### src/rtl/fp_normalizer_seq.sv
// fp_normalizer_seq: multi-cycle mantissa normaliser with carry right-shift, overflow to infinity,
// underflow to denormal and status flags, behind a valid/ready handshake.
module fp_normalizer_seq #(
  parameter int MANT_W = 24,
  parameter int EXP_W  = 8,
  parameter int STEP   = 4
) (
  input  logic              clk,
  input  logic              rst,
  input  logic              in_valid,
  output logic              in_ready,
  input  logic [MANT_W:0]   in_mant,
  input  logic [EXP_W-1:0]  in_exp,
  output logic              out_valid,
  input  logic              out_ready,
  output logic [MANT_W-1:0] out_mant,
  output logic [EXP_W-1:0]  out_exp,
  output logic              out_zero,
  output logic              out_denorm,
  output logic              out_ovf,
  output logic              out_sticky
);
  localparam int LZ_W = $clog2(MANT_W + 1);
  localparam int SW   = (LZ_W > EXP_W ? LZ_W : EXP_W) + 1;
  typedef enum logic [1:0] {IDLE, SHIFT, DONE} state_t;
  state_t            r_state, w_next;
  logic [MANT_W:0]   r_m, w_m, w_m_sh;
  logic [EXP_W-1:0]  r_e, w_e, w_e_sh, w_e_inc, w_e_lim;
  logic [LZ_W-1:0]   w_lz;
  logic [SW-1:0]     w_s0, w_s;
  logic [MANT_W-1:0] r_mant, w_mant;
  logic [EXP_W-1:0]  r_exp, w_exp;
  logic              r_zero, w_zero, r_den, w_den, r_ovf, w_ovf, r_sticky, w_sticky;
  always_comb begin
    w_lz = LZ_W'(MANT_W);
    for (int i = 0; i < MANT_W; i++)
      if (r_m[i]) w_lz = LZ_W'(MANT_W - 1 - i);
  end
  // Shift is clamped so the exponent never drops below 1 while shifting.
  assign w_e_lim = (r_e > EXP_W'(1)) ? r_e - EXP_W'(1) : '0;
  assign w_s0    = (SW'(w_lz) < SW'(STEP)) ? SW'(w_lz) : SW'(STEP);
  assign w_s     = (SW'(w_e_lim) < w_s0) ? SW'(w_e_lim) : w_s0;
  assign w_m_sh  = r_m << w_s;
  assign w_e_sh  = r_e - EXP_W'(w_s);
  assign w_e_inc = r_e + EXP_W'(1);
  always_comb begin
    w_next   = r_state;
    w_m      = r_m;
    w_e      = r_e;
    w_mant   = r_mant;
    w_exp    = r_exp;
    w_zero   = r_zero;
    w_den    = r_den;
    w_ovf    = r_ovf;
    w_sticky = r_sticky;
    case (r_state)
      IDLE: if (in_valid) begin
        w_m    = in_mant;
        w_e    = in_exp;
        w_next = SHIFT;
      end
      SHIFT: if (r_m[MANT_W]) begin
        w_ovf    = &w_e_inc;
        w_mant   = (&w_e_inc) ? '0 : r_m[MANT_W:1];
        w_exp    = w_e_inc;
        w_sticky = r_m[0];
        w_next   = DONE;
      end else if (r_m == '0) begin
        w_mant = '0;
        w_exp  = '0;
        w_zero = 1'b1;
        w_next = DONE;
      end else begin
        w_m = w_m_sh;
        w_e = w_e_sh;
        if (w_m_sh[MANT_W-1]) begin
          w_mant = w_m_sh[MANT_W-1:0];
          w_exp  = w_e_sh;
          w_next = DONE;
        end else if (w_e_sh <= EXP_W'(1)) begin
          w_mant = w_m_sh[MANT_W-1:0];
          w_exp  = '0;
          w_den  = 1'b1;
          w_next = DONE;
        end
      end
      DONE: if (out_ready) begin
        w_zero   = 1'b0;
        w_den    = 1'b0;
        w_ovf    = 1'b0;
        w_sticky = 1'b0;
        w_next   = IDLE;
      end
      default: w_next = IDLE;
    endcase
  end
  always_ff @(posedge clk or posedge rst) begin
    if (rst) begin
      r_state  <= IDLE;
      r_m      <= '0;
      r_e      <= '0;
      r_mant   <= '0;
      r_exp    <= '0;
      r_zero   <= 1'b0;
      r_den    <= 1'b0;
      r_ovf    <= 1'b0;
      r_sticky <= 1'b0;
    end else begin
      r_state  <= w_next;
      r_m      <= w_m;
      r_e      <= w_e;
      r_mant   <= w_mant;
      r_exp    <= w_exp;
      r_zero   <= w_zero;
      r_den    <= w_den;
      r_ovf    <= w_ovf;
      r_sticky <= w_sticky;
    end
  end
  assign in_ready   = (r_state == IDLE);
  assign out_valid  = (r_state == DONE);
  assign out_mant   = r_mant;
  assign out_exp    = r_exp;
  assign out_zero   = r_zero;
  assign out_denorm = r_den;
  assign out_ovf    = r_ovf;
  assign out_sticky = r_sticky;
endmodule
### config.mk
export PLATFORM = sky130hd
export DESIGN_NAME = fp_normalizer_seq
export DESIGN_NICKNAME = d
export VERILOG_FILES = /design/src/rtl/fp_normalizer_seq.sv
export SDC_FILE = /design/constraint.sdc
export NUM_CORES = 1
export LEC_CHECK = 0
export ABC_AREA = 1
export BUFFER_PORTS_ARGS = -buffer_cell sky130_fd_sc_hd__buf_2
export CORE_MARGIN = 3
export CORE_UTILIZATION = 45
export CTS_BUF_LIST = sky130_fd_sc_hd__clkbuf_4
export CTS_CLUSTER_SIZE = 20
export DETAILED_ROUTE_END_ITERATION = 10
export SLEW_MARGIN = 0
export SYNTH_ARGS = -nofsm -noshare
export SYNTH_HDL_FRONTEND = slang
export SYNTH_SLANG_ARGS = --single-unit
export TNS_END_PERCENT = 30
### constraint.sdc
create_clock -name clk -period 6 [get_ports clk]
set_input_delay 0.6 -clock clk [delete_from_list [all_inputs] [get_ports clk]]
set_output_delay 0.6 -clock clk [all_outputs]
set_load 0.01 [all_outputs]
Word level (Yosys, flattened, before mapping)
Cells that the tools add are included.
{ "word_totals": {"out_inout_bits": 38, "register_bits": 71, "wordCells": 106, "inputBits": 37} }
{ "classes": {"eq_ne": 11, "order_cmp": 4, "n_reduce_logical": 13, "muxes": 64, "shift": 1, "addsub": 3} }
{ "op_table": {"columns": ["operator", "count"], "rows": [
  ["24-bit two-way mux", 5],
  ["5-bit two-way mux", 24],
  ["25-bit two-way mux", 3],
  ["8-bit two-way mux", 9],
  ["25-bit one-hot mux with 2 select lines", 1],
  ["25-bit logical NOT", 1],
  ["25-bit by 8-bit left shift with 25-bit output", 1],
  ["8-bit one-hot mux with 2 select lines", 1],
  ["2-bit inequality test, second input constant", 7],
  ["2-bit two-way mux", 6],
  ["1-bit two-way mux", 9],
  ["8-bit by 1-bit adder with 8-bit output, second input constant", 1],
  ["8-bit by 1-bit > comparator with 1-bit output, second input constant", 1],
  ["8-bit by 1-bit <= comparator with 1-bit output, second input constant", 1],
  ["8-bit by 5-bit less-than comparator with 1-bit output", 1],
  ["1-bit one-hot mux with 2 select lines", 4],
  ["4-bit AND reduction", 2],
  ["8-bit AND reduction", 1],
  ["8-bit by 1-bit subtractor with 8-bit output, second input constant", 1],
  ["8-bit subtractor", 1],
  ["2-bit one-hot mux with 3 select lines", 1],
  ["3-bit AND reduction", 2],
  ["6-bit AND reduction", 1],
  ["5-bit by 3-bit less-than comparator with 1-bit output, second input constant", 1],
  ["9 further kinds", 11]
]} }

Logic depth before layout (Yosys ltp)
Gate-level depths: netlist of run 1.
{ "depth": {"depth_word": 35, "depth_mapped": 49, "depth_no_buf": 47} }

Least setup slack after synthesis of run 1
Ideal clock, no wire load.
{ "synth_path": {"kind": "register to register", "startpoint": "register r_e[0]", "endpoint": "register r_mant[23] (netlist: out_mant[23])", "required_time_ns": 5.883, "n_path_buf": 4, "arrival_ns": 5.189, "path_slack_ns": 0.694, "period_less_slack_ns": 5.306, "path_stages_with_launch": 29, "path_cell_list": "dfrtp_1 inv_1 ha_1 o2111ai_1 inv_1 a21oi_1 ha_1 a21oi_1 o21ai_0 a221oi_2 nand2_2 nand2_1 nand2_1 buf_6 buf_6 buf_4 ha_1 fa_1 o21ai_0 xor2_1 or4_1 or4_1 nand2_1 inv_1 nand2_2 nand2_4 buf_4 nand2_1 nand2_1"} }
{ "synth_between": {"elab_chain_cells": 8, "elab_cells_between_ends": 16, "classes_between": "add/sub (3); order compare (3); shift (1); mux (6); reduce/logical (3)"} }
{ "synth_lines": {"columns": ["element", "line_no", "rtl"], "rows": [
  ["from (decl)", "28", "logic [EXP_W-1:0] r_e, w_e, w_e_sh, w_e_inc, w_e_lim;"],
  ["from (signal assigned)", "111", "r_e <= w_e;"],
  ["8-bit by 1-bit subtractor with 8-bit output or 8-bit by 1-bit > comparator with 1-bit output (tied branches)", "40", "assign w_e_lim = (r_e > EXP_W'(1)) ? r_e - EXP_W'(1) : '0;"],
  ["8-bit two-way mux", "40", null],
  ["8-bit by 5-bit less-than comparator with 1-bit output", "42", "assign w_s = (SW'(w_e_lim) < w_s0) ? SW'(w_e_lim) : w_s0;"],
  ["8-bit two-way mux", "42", null],
  ["8-bit subtractor or 25-bit by 8-bit left shift with 25-bit output (tied branches)", "44, 43", null],
  ["8-bit by 1-bit <= comparator with 1-bit output or 24-bit two-way mux (tied branches)", "80, 76", null],
  ["4-bit nonzero test (no line) or 24-bit two-way mux (tied branches)", null, null],
  ["2-bit AND reduction (no line) or 24-bit two-way mux (tied branches)", null, null],
  ["to (signal assigned)", "112", "r_mant <= w_mant;"],
  ["to (decl)", "31", "logic [MANT_W-1:0] r_mant, w_mant;"]
]} }
Parallel ways exist; a longest one is shown, timed or not.
A chain may end at the register's enable or synchronous reset.

Worst setup path in the final report of run 1
{ "layout_path": {"startpoint": "register r_e[0]", "endpoint": "register r_exp[5] (netlist: out_exp[5])"} }
{ "layout_between": {"elab_chain_cells": 8, "elab_cells_between_ends": 14, "classes_between": "add/sub (3); order compare (3); shift (1); mux (5); reduce/logical (2)"} }
{ "layout_lines": {"columns": ["element", "line_no", "rtl"], "rows": [
  ["8-bit by 1-bit subtractor with 8-bit output or 8-bit by 1-bit > comparator with 1-bit output (tied branches)", "40", null],
  ["8-bit two-way mux", "40", null],
  ["8-bit by 5-bit less-than comparator with 1-bit output", "42", null],
  ["8-bit two-way mux", "42", null],
  ["8-bit subtractor or 25-bit by 8-bit left shift with 25-bit output (tied branches)", "44, 43", null],
  ["8-bit by 1-bit <= comparator with 1-bit output or 8-bit two-way mux (tied branches)", "80, 76", null],
  ["4-bit nonzero test (no line) or 8-bit two-way mux (tied branches)", null, null],
  ["2-bit AND reduction (no line) or 8-bit two-way mux (tied branches)", null, null],
  ["to (signal assigned)", "113", "r_exp <= w_exp;"],
  ["to (decl)", "32", "logic [EXP_W-1:0] r_exp, w_exp;"]
]} }
Parallel ways exist; a longest one is shown, timed or not.

==> PnR_summary.wiki, run 1 <==
{| class="wikitable"
! Metric !! Value
|-
| Cell type group with the largest total delay on the critical path || simple AND/OR/NAND/NOR gates
|-
| Via count of the first global-routing pass || 5442
|-
| Post-route cell area || 0.00612 sq mm
|-
| Final period demand of the worst path || 5.46 ns
|-
| Final Hold Vio Count || 0
|-
| Post-place instance area || 0.00594 sq mm
|-
| Width of the chip || 116 um
|-
| Count of buffers from port buffering || 74
|-
| Die area || 0.0136 sq mm
|-
| Height of the die || 116 um
|-
| Routed wirelength normalized by instance count || 16.8 um
|-
| Total via count in the routed design || 5888
|-
| Number of warnings reported in the yosys synthesis log || 0
|-
| Synth area leader || sky130_fd_sc_hd__dfrtp_1
|-
| Final period utilization || 0.910
|-
| Crit path arrival time || 5.81 ns
|-
| Clock tree from TritonCTS || built
|-
| Total clock sinks || 71
|-
| Synthesized flop and latch total || 71
|-
| Number of antenna cells inserted || 0
|-
| Core area || 0.0117 sq mm
|-
| # hold bufs at CTS || 0
|-
| Max-Slew Margin vs Limit || 0.340
|-
| Setup skew after layout || 0.0217 ns
|-
| Summed instance area of the synthesized netlist || 0.00549 sq mm
|-
| Fmax || 0.183 GHz
|-
| Sequential share of the synthesized area || 0.324
|-
| Start-to-end type of the worst setup path || reg -> reg
|-
| Cell with the largest stage delay on the worst path || sky130_fd_sc_hd__or4_1
|-
| Total global routing overflow || 0
|-
| Final WL || 17800 um
|-
| Global Route Usage Sum || 0.273
|-
| Number of vias per cell after detailed routing || 5.55
|-
| CTS root buf || sky130_fd_sc_hd__clkbuf_4
|-
| Final nets || 965
|-
| Standard-cell rows || 39
|-
| Final GP Congestion || 0.917
|-
| Crit path required time || 6.35 ns
|-
| Final setup violating endpoints || 0
|-
| Number of max-cap violations || 0
|-
| Number of antenna violations at the first check in global routing || 0
|-
| Path category of the worst min-delay check || in -> reg
|-
| Slew of the pin with the lowest slew margin || 0.986 ns
|-
| Area growth, synth to finish || 11.5%
|-
| Biggest area contributors in the synthesized netlist || sky130_fd_sc_hd__dfrtp_1 32%, sky130_fd_sc_hd__nand2_1 21%, sky130_fd_sc_hd__nand3_1 11%
|-
| Maximum number of pins on one net before global-route repair || 72
|-
| Starting utilization of the core area || 0.471
|-
| Mapped Avg Cell Area || 6.45 sq um
|-
| Kind of launch point of the worst setup path || flip-flop
|-
| CTS H-tree lvls || 3
|-
| TritonCTS buffer count || 9
|-
| Clock latency reported for the late side of the worst-skew pair || 0.46 ns
|-
| Worst setup EP type || flip-flop
|-
| Top Ports || 75
|-
| Final Max Slew Viols || 0
|-
| Count of different cell masters after synthesis || 42
|-
| Total iterations of the first detailed-routing run || 5
|-
| Setup TNS after final layout || 0 ns
|-
| Yosys top cell area share || 0.324
|-
| Maximum buffer depth of the clock tree || 2
|-
| DR iter-0 viols || 408
|-
| Slowest stage delay, CP || 0.44 ns
|-
| DRC Markers || 0
|-
| Instance count of the mapped netlist || 851
|-
| Wire length of the first global-routing pass || 28400 um
|-
| Final antenna-violating net count || 0
|-
| Critical path fanouts, max || 33
|-
| HPWL after detailed placement || 13200 um
|-
| Clk pin slew, worst setup/hold paths || 0.14 ns
|-
| Count of buffer and inverter cells on the critical path || 7
|-
| Result of the run || complete, no violations
|-
| Proportion of layout cells with a drive suffix above 1 || 0.144
|}
-- stage by stage --
stage | utilization | instances | hold WS [ns] | worst slack, ns
after global routing | 0.525 | 1060 | 0.281 | -0.00118
after global placement | 0.509 | 1043 | 0.458 | 0.518
after floorplan | - | 854 | 0.474 | 0.694
after detailed placement | 0.509 | 1043 | 0.461 | 0.353
final | 0.525 | 1060 | 0.325 | 0.543
after CTS | 0.522 | 1058 | 0.289 | 0.304
-- registers in the layout, indices dropped and copies added (netlist names) --
signal      count
out_zero        1
out_denorm      1
r_state         2
r_e             8
r_m            25
out_ovf         1
out_mant       24
out_exp         8
out_sticky      1
-- worst register-to-register path: cells and delay by family (launching register included) --
kind                       cells  cell delay (ns)
and+or+nand+nor               13             2.14
AOI/OAI and AO/OA              6             1.16
adders and majority gates      3             0.85
buffers and inverters          7             0.77
DFF                            1             0.43
-- path summary, 6_finish.rpt --
path | startpoint | to | slack [ns] | cells past startpoint
max | r_e[0]$_DFFE_PP0P_ | out_exp[5]$_DFFE_PP0P_ | 0.54 | 29
min | out_ready | r_state[1]$_DFFE_PP0P_ | 0.32 | 2
max reg2reg | r_e[0]$_DFFE_PP0P_ | out_exp[5]$_DFFE_PP0P_ | 0.54 | 29
min reg2reg | out_mant[13]$_DFFE_PP0P_ | out_mant[13]$_DFFE_PP0P_ | 0.49 | 2
max in group asynchronous | rst | out_mant[5]$_DFFE_PP0P_ | 4.94 | 3
min in group asynchronous | rst | out_mant[15]$_DFFE_PP0P_ | 0.39 | 3
-- layout make-up --
class                   instances  area (sq um)
fillers                      1257          5540
inverters                      70           263
well taps                     143           179
clock inverters                 6          83.8
repair buffers                 89           508
clock buffers                   9          67.6
flip-flops and latches         71          1780
multi-input cells             672          3240
-- cell usage in the layout, fill, tap and decap left out, drive strengths merged --
cell type and n:
nand4 17, clkinv 6, a221oi 1, bufinv 2, clkbuf 9, xnor2 1, or4 2, nor4 2
o2111ai 1, a21oi 18, buf 89, a31oi 3, a211oi 2, o21bai 2, o211ai 9, nand3 129
conb 4, ha 14, clkinvlp 1, nor3 6, nand2 314, inv 67, a21boi 1, dfrtp 71
o22ai 5, fa 1, nor2 64, or2 5, o31ai 1, xor2 10, o21ai 60
-- logic make-up (layout without fill, tap and decap cells) --
family	Yosys count	count (layout)	synth area share
adder cells (fa/ha/maj)	15	15	0.0356
AND/OR/NAND/NOR	539	539	0.425
other	1	4	0.000683
XOR/XNOR	11	11	0.0176
AO/OA/AOI/OAI	103	103	0.108
flip-flops	71	71	0.324
buffers and inverters	111	174	0.0891
-- what timing repair did --
item / 4_1_cts / 5_1_grt
endpoints found under the setup margin: 0 / 33
resized for setup: 0 / 1
buffers inserted: 0 / 2
-- synth_stat cells (all sizes together) --
cell     instances
clkbuf          17
o31ai            1
o2111ai          1
inv             66
dfrtp           71
a21boi           1
clkinv           4
a221oi           1
nor2            64
o22ai            5
xnor2            1
nor3             6
nand4           17
nand2          314
a21oi           18
ha              14
buf             24
a31oi            3
xor2            10
nand3          129
nor4             2
conb             1
o21ai           60
or4              2
o211ai           9
a211oi           2
fa               1
o21bai           2
or2              5
-- routing by layer --
| layer | vias up | routed length, um | track usage |
|---|---|---|---|
| li1 | 2907 | - | - |
| met4 | 0 | 610 | 0.105 |
| met1 | 2724 | 7820 | 0.368 |
| met5 | - | 0 | 0 |
| met2 | 214 | 8330 | 0.440 |
| met3 | 43 | 1030 | 0.0451 |
Power of run 1 is left out: the tool's default activity adds up to more than one toggle a clock period on the data nets, which glitch-free logic cannot reach.
==> inputs of run 2 (changes only) <==
--- a/config.mk
+++ b/config.mk
@@ -12,6 +12,7 @@
 export CTS_BUF_LIST = sky130_fd_sc_hd__clkbuf_4
 export CTS_CLUSTER_SIZE = 20
 export DETAILED_ROUTE_END_ITERATION = 10
+export PLACE_DENSITY = 0.77
 export SLEW_MARGIN = 0
 export SYNTH_ARGS = -nofsm -noshare
 export SYNTH_HDL_FRONTEND = slang
==> run 2 against run 1 <==
Net effect:
- routed wire length is 6.5% lower
- register-to-register slack got worse by 0.12 ns
- sequential share of layout area grew 0.14 points
- fmax decreased by 2.2%
- highest routed layer unchanged
- critical path depth decreased by 5
- die area unchanged
- hold slack gained 0.017 ns
- final area shrank 0.47%
- worst setup slack worse by 0.12 ns
- first-iteration DRC count is 11% higher
==> PnR_summary.wiki, run 2 (synthesized netlist as in run 1, its figures left out) <==
{| class="wikitable"
! Metric !! Value
|-
| Post-cts repair resize count || 0 (unchanged)
|-
| Count of buffers from port buffering || 74 (unchanged)
|-
| Number of max-cap violations || 0 (unchanged)
|-
| Crit path arrival time || 5.96 ns (was 5.81 ns)
|-
| CTS root buf || sky130_fd_sc_hd__clkbuf_4 (unchanged)
|-
| Path category of the worst min-delay check || in -> reg (unchanged)
|-
| Final period utilization || 0.930 (was 0.910)
|-
| Final Hold Vio Count || 0 (unchanged)
|-
| Width of the chip || 116 um (unchanged)
|-
| Final period demand of the worst path || 5.58 ns (was 5.46 ns)
|-
| Wire length of the first global-routing pass || 27100 um (was 28400 um)
|-
| Final antenna-violating net count || 0 (unchanged)
|-
| Maximum number of pins on one net before global-route repair || 72 (unchanged)
|-
| Height of the die || 116 um (unchanged)
|-
| Maximum buffer depth of the clock tree || 2 (unchanged)
|-
| Standard-cell rows || 39 (unchanged)
|-
| Start-to-end type of the worst setup path || reg -> reg (unchanged)
|-
| # hold bufs at CTS || 0 (unchanged)
|-
| Via count of the first global-routing pass || 5663 (was 5442)
|-
| Total global routing overflow || 0 (unchanged)
|-
| Global Route Usage Sum || 0.253 (was 0.273)
|-
| Die area || 0.0136 sq mm (unchanged)
|-
| Worst setup EP type || flip-flop (unchanged)
|-
| Number of fillers in the final layout || 1167 (was 1257)
|-
| Proportion of layout cells with a drive suffix above 1 || 0.145 (was 0.144)
|-
| Kind of launch point of the worst setup path || flip-flop (unchanged)
|-
| Routed wirelength normalized by instance count || 15.7 um (was 16.8 um)
|-
| Crit path required time || 6.38 ns (was 6.35 ns)
|-
| HPWL after detailed placement || 11900 um (was 13200 um)
|-
| Clk pin slew, worst setup/hold paths || 0.13 ns (was 0.14 ns)
|-
| Number of antenna cells inserted || 0 (unchanged)
|-
| Clock tree from TritonCTS || built (unchanged)
|-
| Fmax || 0.179 GHz (was 0.183 GHz)
|-
| CTS H-tree lvls || 3 (unchanged)
|-
| Final nets || 964 (was 965)
|-
| Most common cell after layout, fill and taps aside || sky130_fd_sc_hd__nand2_1 (unchanged)
|-
| Slew of the pin with the lowest slew margin || 0.948 ns (was 0.986 ns)
|-
| Starting utilization of the core area || 0.471 (unchanged)
|-
| Result of the run || complete, no violations (unchanged)
|-
| Number of antenna violations at the first check in global routing || 0 (unchanged)
|-
| Setup TNS after final layout || 0 ns (unchanged)
|-
| Setup skew after layout || 0.0296 ns (was 0.0217 ns)
|-
| Top reg by flops || r_m (unchanged)
|-
| DR iter-0 viols || 451 (was 408)
|-
| Max-Slew Margin vs Limit || 0.368 (was 0.340)
|-
| Number of vias per cell after detailed routing || 5.64 (was 5.55)
|-
| Final GP Congestion || 0.961 (was 0.917)
|-
| Number of flip-flops under the largest register name || 25 (unchanged)
|-
| Total clock sinks || 71 (unchanged)
|-
| Final setup violating endpoints || 0 (unchanged)
|-
| Final Max Slew Viols || 0 (unchanged)
|-
| Total iterations of the first detailed-routing run || 5 (unchanged)
|-
| DRC Markers || 0 (unchanged)
|-
| Core area || 0.0117 sq mm (unchanged)
|-
| Critical path fanouts, max || 26 (was 33)
|-
| Top Ports || 75 (unchanged)
|-
| Clock latency reported for the late side of the worst-skew pair || 0.46 ns (about the same)
|-
| Buffer count from post-CTS setup fixing || 0 (unchanged)
|-
| Top library cells by usage in the layout, fill and taps aside || 305 x sky130_fd_sc_hd__nand2_1, 125 x sky130_fd_sc_hd__nand3_1, 74 x sky130_fd_sc_hd__buf_2, 71 x sky130_fd_sc_hd__dfrtp_1, 61 x sky130_fd_sc_hd__nor2_1 (unchanged)
|-
| Final WL || 16600 um (was 17800 um)
|-
| Setup repair after global routing missed its margin || false
|-
| Area growth, synth to finish || 11.0% (was 11.5%)
|-
| Total via count in the routed design || 5979 (was 5888)
|-
| TritonCTS buffer count || 9 (unchanged)
|-
| Flop2flop setup slack || 0.42 ns (was 0.54 ns)
|}
[run 2: changes by cell type in the layout (fill, tap and decap cells not counted), sizes merged]
cell / previous run / this run
buf: 89 / 88
bufinv: 2 / 1
clkbuf: 9 / 10
clkinv: 6 / 5
inv: 67 / 69
[run 2: per-layer routing]
metal,vias to the layer above,share of wire,GRT usage
li1,2904,-,-
met1,2746,0.41,0.322
met2,270,0.48,0.418
met3,59,0.070,0.0415
met4,0,0.041,0.125
met5,-,0,0
[run 2: cell type report]
cell class	instances	area (sq um)	area share
Multi-Input combinational cell	672	3240	0.532
Sequential cell	71	1780	0.292
Timing Repair Buffer	88	488	0.0801
Inverter	70	263	0.0431
Tap cell	143	179	0.0294
Clock buffer	10	75.1	0.0123
Clock inverter	6	67.6	0.0111
[run 2: final timing paths]
check	start	to	cells past startpoint
worst max register to register	r_e[0]$_DFFE_PP0P_	out_mant[0]$_DFFE_PP0P_	24
min in group asynchronous	rst	r_m[10]$_DFFE_PP0P_	3
worst max-delay path	r_e[0]$_DFFE_PP0P_	out_mant[0]$_DFFE_PP0P_	24
worst min-delay path	out_ready	r_state[1]$_DFFE_PP0P_	2
max in group asynchronous	rst	out_mant[0]$_DFFE_PP0P_	3
worst min register to register	out_mant[18]$_DFFE_PP0P_	out_mant[18]$_DFFE_PP0P_	2
[run 2: stage by stage]
| step | utilization | std cells | setup WS [ns] | cell area, sq um | hold slack (ns) |
|---|---|---|---|---|---|
| after floorplan | - | 854 | 0.694 | 5500 | 0.474 |
| after global placement | 0.509 | 1042 | 0.656 | 5930 | 0.461 |
| after detailed placement | 0.509 | 1042 | 0.472 | 5930 | 0.461 |
| after CTS | 0.521 | 1058 | 0.429 | 6070 | 0.334 |
| after global routing | 0.522 | 1060 | 0.00154 | 6090 | 0.331 |
| final | 0.522 | 1060 | 0.421 | 6090 | 0.342 |
[run 2: critical path, stage by stage (launching register included)]
cell,delay (ns)
sky130_fd_sc_hd__dfrtp_1,0.42
sky130_fd_sc_hd__inv_1,0.16
sky130_fd_sc_hd__ha_1,0.25
sky130_fd_sc_hd__o2111ai_1,0.30
sky130_fd_sc_hd__inv_1,0.16
sky130_fd_sc_hd__a21oi_1,0.21
sky130_fd_sc_hd__ha_1,0.28
sky130_fd_sc_hd__a21oi_1,0.11
sky130_fd_sc_hd__o21ai_0,0.12
sky130_fd_sc_hd__a221oi_2,0.33
sky130_fd_sc_hd__nand2_2,0.14
sky130_fd_sc_hd__nand2_1,0.07
sky130_fd_sc_hd__nand2_1,0.07
sky130_fd_sc_hd__ha_1,0.22
sky130_fd_sc_hd__fa_1,0.44
sky130_fd_sc_hd__o21ai_0,0.32
sky130_fd_sc_hd__xor2_1,0.17
sky130_fd_sc_hd__or4_1,0.53
sky130_fd_sc_hd__or4_1,0.44
sky130_fd_sc_hd__nand2_1,0.08
sky130_fd_sc_hd__inv_1,0.09
sky130_fd_sc_hd__a21oi_4,0.26
sky130_fd_sc_hd__buf_12,0.22
sky130_fd_sc_hd__nand2_1,0.07
sky130_fd_sc_hd__nand2_1,0.06
Power of run 2 is left out for the same reason.
==> inputs of run 3 (changes only) <==
--- a/config.mk
+++ b/config.mk
@@ -12,7 +12,7 @@
 export CTS_BUF_LIST = sky130_fd_sc_hd__clkbuf_4
 export CTS_CLUSTER_SIZE = 20
 export DETAILED_ROUTE_END_ITERATION = 10
-export PLACE_DENSITY = 0.77
+export PLACE_DENSITY = 0.68
 export SLEW_MARGIN = 0
 export SYNTH_ARGS = -nofsm -noshare
 export SYNTH_HDL_FRONTEND = slang
==> constraint.sdc (replaced) <==
create_clock -name clk -period 4.5 [get_ports clk]
set_input_delay 0.45 -clock clk [delete_from_list [all_inputs] [get_ports clk]]
set_output_delay 0.45 -clock clk [all_outputs]
set_load 0.01 [all_outputs]
==> run 3 against run 2 <==
Net effect:
- the flow now finishes with violations (negative setup slack)
- via count rose by 5.4%
- hold slack got worse by 0.15 ns
- worst setup slack got worse by 0.77 ns
- final cell count rose by 8.2%
- largest cell class unchanged
- highest routed layer unchanged
==> PnR_summary.wiki, run 3 (synthesized netlist as in run 1, its figures left out) <==
{| class="wikitable"
! Metric !! Value
|-
| Result of the run || finished with violations (was complete, no violations)
|-
| Violated checks || negative setup slack
|-
| Total global routing overflow || 0 (unchanged)
|-
| Fmax || 0.206 GHz (was 0.179 GHz)
|-
| Number of antenna cells inserted || 0 (unchanged)
|-
| Critical path fanouts, max || 6 (was 26)
|-
| Total iterations of the first detailed-routing run || 8 (was 5)
|-
| Final nets || 1051 (was 964)
|-
| Height of the die || 116 um (unchanged)
|-
| Final Hold Vio Count || 0 (unchanged)
|-
| Top Ports || 75 (unchanged)
|-
| Final setup violating endpoints || 35 (was 0)
|-
| Standard-cell rows || 39 (unchanged)
|-
| Top reg by flops || r_m (unchanged)
|-
| Hold slack final || 0.189 ns (was 0.342 ns)
|-
| Number of flip-flops under the largest register name || 25 (unchanged)
|-
| Setup repair after global routing missed its margin || true (was false)
|-
| Worst setup EP type || flip-flop (unchanged)
|-
| Crit path arrival time || 5.25 ns (was 5.96 ns)
|-
| Register area || 0.00178 sq mm (about the same)
|-
| Width of the chip || 116 um (unchanged)
|-
| Final worst setup slack || -0.345 ns (was 0.421 ns)
|-
| Wire length of the first global-routing pass || 29000 um (was 27100 um)
|-
| CTS root buf || sky130_fd_sc_hd__clkbuf_4 (unchanged)
|-
| Final period demand of the worst path || 4.85 ns (was 5.58 ns)
|-
| Most common cell after layout, fill and taps aside || sky130_fd_sc_hd__nand2_1 (unchanged)
|-
| Area taken by multi-input logic gates || 0.00352 sq mm (was 0.00324 sq mm)
|-
| Clk pin slew, worst setup/hold paths || 0.13 ns (about the same)
|-
| Setup skew after layout || 0.0259 ns (was 0.0296 ns)
|-
| Final WL || 18200 um (was 16600 um)
|-
| Global Route Usage Sum || 0.274 (was 0.253)
|-
| Total clock sinks || 71 (unchanged)
|-
| Kind of launch point of the worst setup path || flip-flop (unchanged)
|-
| Top library cells by usage in the layout, fill and taps aside || 286 x sky130_fd_sc_hd__nand2_1, 123 x sky130_fd_sc_hd__nand3_1, 94 x sky130_fd_sc_hd__buf_4, 74 x sky130_fd_sc_hd__buf_2, 70 x sky130_fd_sc_hd__dfrtp_1 (was 305 x sky130_fd_sc_hd__nand2_1, 125 x sky130_fd_sc_hd__nand3_1, 74 x sky130_fd_sc_hd__buf_2, 71 x sky130_fd_sc_hd__dfrtp_1, 61 x sky130_fd_sc_hd__nor2_1)
|-
| Starting utilization of the core area || 0.471 (unchanged)
|-
| Post-route cell area || 0.00707 sq mm (was 0.00609 sq mm)
|-
| Reg2reg path depth || 31 (was 24)
|-
| Number of max-cap violations || 0 (unchanged)
|-
| Flop2flop setup slack || -0.35 ns (was 0.42 ns)
|-
| Final antenna-violating net count || 0 (unchanged)
|-
| Clock tree from TritonCTS || built (unchanged)
|-
| Maximum buffer depth of the clock tree || 2 (unchanged)
|-
| Setup crit start || r_e[0]$_DFFE_PP0P_ (unchanged)
|-
| Crit Reg-Reg Startpoint || r_e[0]$_DFFE_PP0P_ (unchanged)
|-
| CTS H-tree lvls || 3 (unchanged)
|-
| TritonCTS buffer count || 9 (unchanged)
|-
| Cell with the largest stage delay on the worst path || sky130_fd_sc_hd__or4_4 (was sky130_fd_sc_hd__or4_1)
|-
| Post-placement worst setup slack || -0.443 ns (was 0.472 ns)
|-
| DR iter-0 viols || 537 (was 451)
|-
| Via count of the first global-routing pass || 5895 (was 5663)
|-
| Count of buffers from port buffering || 74 (unchanged)
|-
| Total via count in the routed design || 6301 (was 5979)
|-
| Maximum number of pins on one net before global-route repair || 57 (was 72)
|-
| Die area || 0.0136 sq mm (unchanged)
|-
| Slew of the pin with the lowest slew margin || 1.04 ns (was 0.948 ns)
|-
| Post-place instance area || 0.00652 sq mm (was 0.00593 sq mm)
|-
| Proportion of layout cells with a drive suffix above 1 || 0.267 (was 0.145)
|-
| Critical Path Sink || out_mant[11]$_DFFE_PP0P_ (was out_mant[0]$_DFFE_PP0P_)
|-
| Path category of the worst min-delay check || in -> reg (unchanged)
|-
| Clock latency reported for the late side of the worst-skew pair || 0.46 ns (about the same)
|-
| DRC Markers || 0 (unchanged)
|-
| Endpoint of the most critical register-to-register path || out_mant[11]$_DFFE_PP0P_ (was out_mant[0]$_DFFE_PP0P_)
|-
| Crit path required time || 4.91 ns (was 6.38 ns)
|-
| Routed wirelength normalized by instance count || 15.9 um (was 15.7 um)
|-
| Final period utilization || 1.08 (was 0.930)
|-
| HPWL after detailed placement || 12800 um (was 11900 um)
|-
| Start-to-end type of the worst setup path || reg -> reg (unchanged)
|-
| Core area || 0.0117 sq mm (unchanged)
|-
| Final GP Congestion || 0.938 (was 0.961)
|-
| # hold bufs at CTS || 0 (unchanged)
|-
| Number of fillers in the final layout || 1119 (was 1167)
|-
| Number of vias per cell after detailed routing || 5.49 (was 5.64)
|-
| Number of antenna violations at the first check in global routing || 0 (unchanged)
|-
| Slowest stage delay, CP || 0.56 ns (was 0.53 ns)
|-
| Share of the core filled with cells in the final layout || 0.606 (was 0.522)
|-
| Final Max Slew Viols || 0 (unchanged)
|-
| Max-Slew Margin vs Limit || 0.306 (was 0.368)
|-
| Area growth, synth to finish || 28.8% (was 11.0%)
|}
==> run 3: what timing repair did <==
| item | 4_1_cts | 5_1_grt |
|---|---|---|
| gates cloned | 2 | 1 |
| pin swaps | 12 | 10 |
| endpoints found under the setup margin | 35 | 35 |
| buffers inserted | 12 | 8 |
| resized for setup | 21 | 28 |
==> run 3: cell type report <==
type / instances / area share
Tap cell: 143 / 0.0253
Clock buffer: 10 / 0.0106
Multi-Input combinational cell: 673 / 0.498
Timing Repair Buffer: 174 / 0.165
Sequential cell: 71 / 0.252
Clock inverter: 6 / 0.0120
Inverter: 70 / 0.0372
==> run 3: layer usage <==
| layer | global-route usage | vias to the layer above | routed length (um) |
|---|---|---|---|
| met3 | 0.0637 | 64 | 1220 |
| met5 | 0 | - | 0 |
| met1 | 0.343 | 2911 | 7480 |
| met4 | 0.146 | 0 | 920 |
| met2 | 0.440 | 252 | 8580 |
| li1 | - | 3074 | - |
==> run 3: stage by stage <==
stage                     TNS, ns  std cells
final                       -9.47       1147
after global routing       -16.61       1147
after CTS                   -3.63       1139
after detailed placement   -14.18       1109
after global placement     -11.33       1109
after floorplan             -9.46        854
==> run 3: critical path, delay by kind of cell (launching register included) <==
kind | cells | cell delay (ns)
buffers and inverters | 9 | 0.91
AO/OA/AOI/OAI | 7 | 1.00
flip-flops | 1 | 0.44
AND/OR/NAND/NOR | 12 | 1.77
adder cells (fa/ha/maj) | 3 | 0.65
==> run 3: worst min-delay path by stage <==
stage	from	end	slack [ns]	cells past startpoint
4_1_cts	out_ready	r_state[1]$_DFFE_PP0P_	0.15	2
3_3_place_gp	out_mant[22]$_DFFE_PP0P_	out_mant[22]$_DFFE_PP0P_	0.46	2
5_1_grt	out_ready	r_state[1]$_DFFE_PP0P_	0.15	2
3_5_place_dp	out_mant[22]$_DFFE_PP0P_	out_mant[22]$_DFFE_PP0P_	0.46	2
2_1_floorplan	r_state[0]$_DFFE_PP0P_	r_state[1]$_DFFE_PP0P_	0.47	1
6_report	out_ready	r_state[1]$_DFFE_PP0P_	0.19	2
Power of run 3 is left out for the same reason.
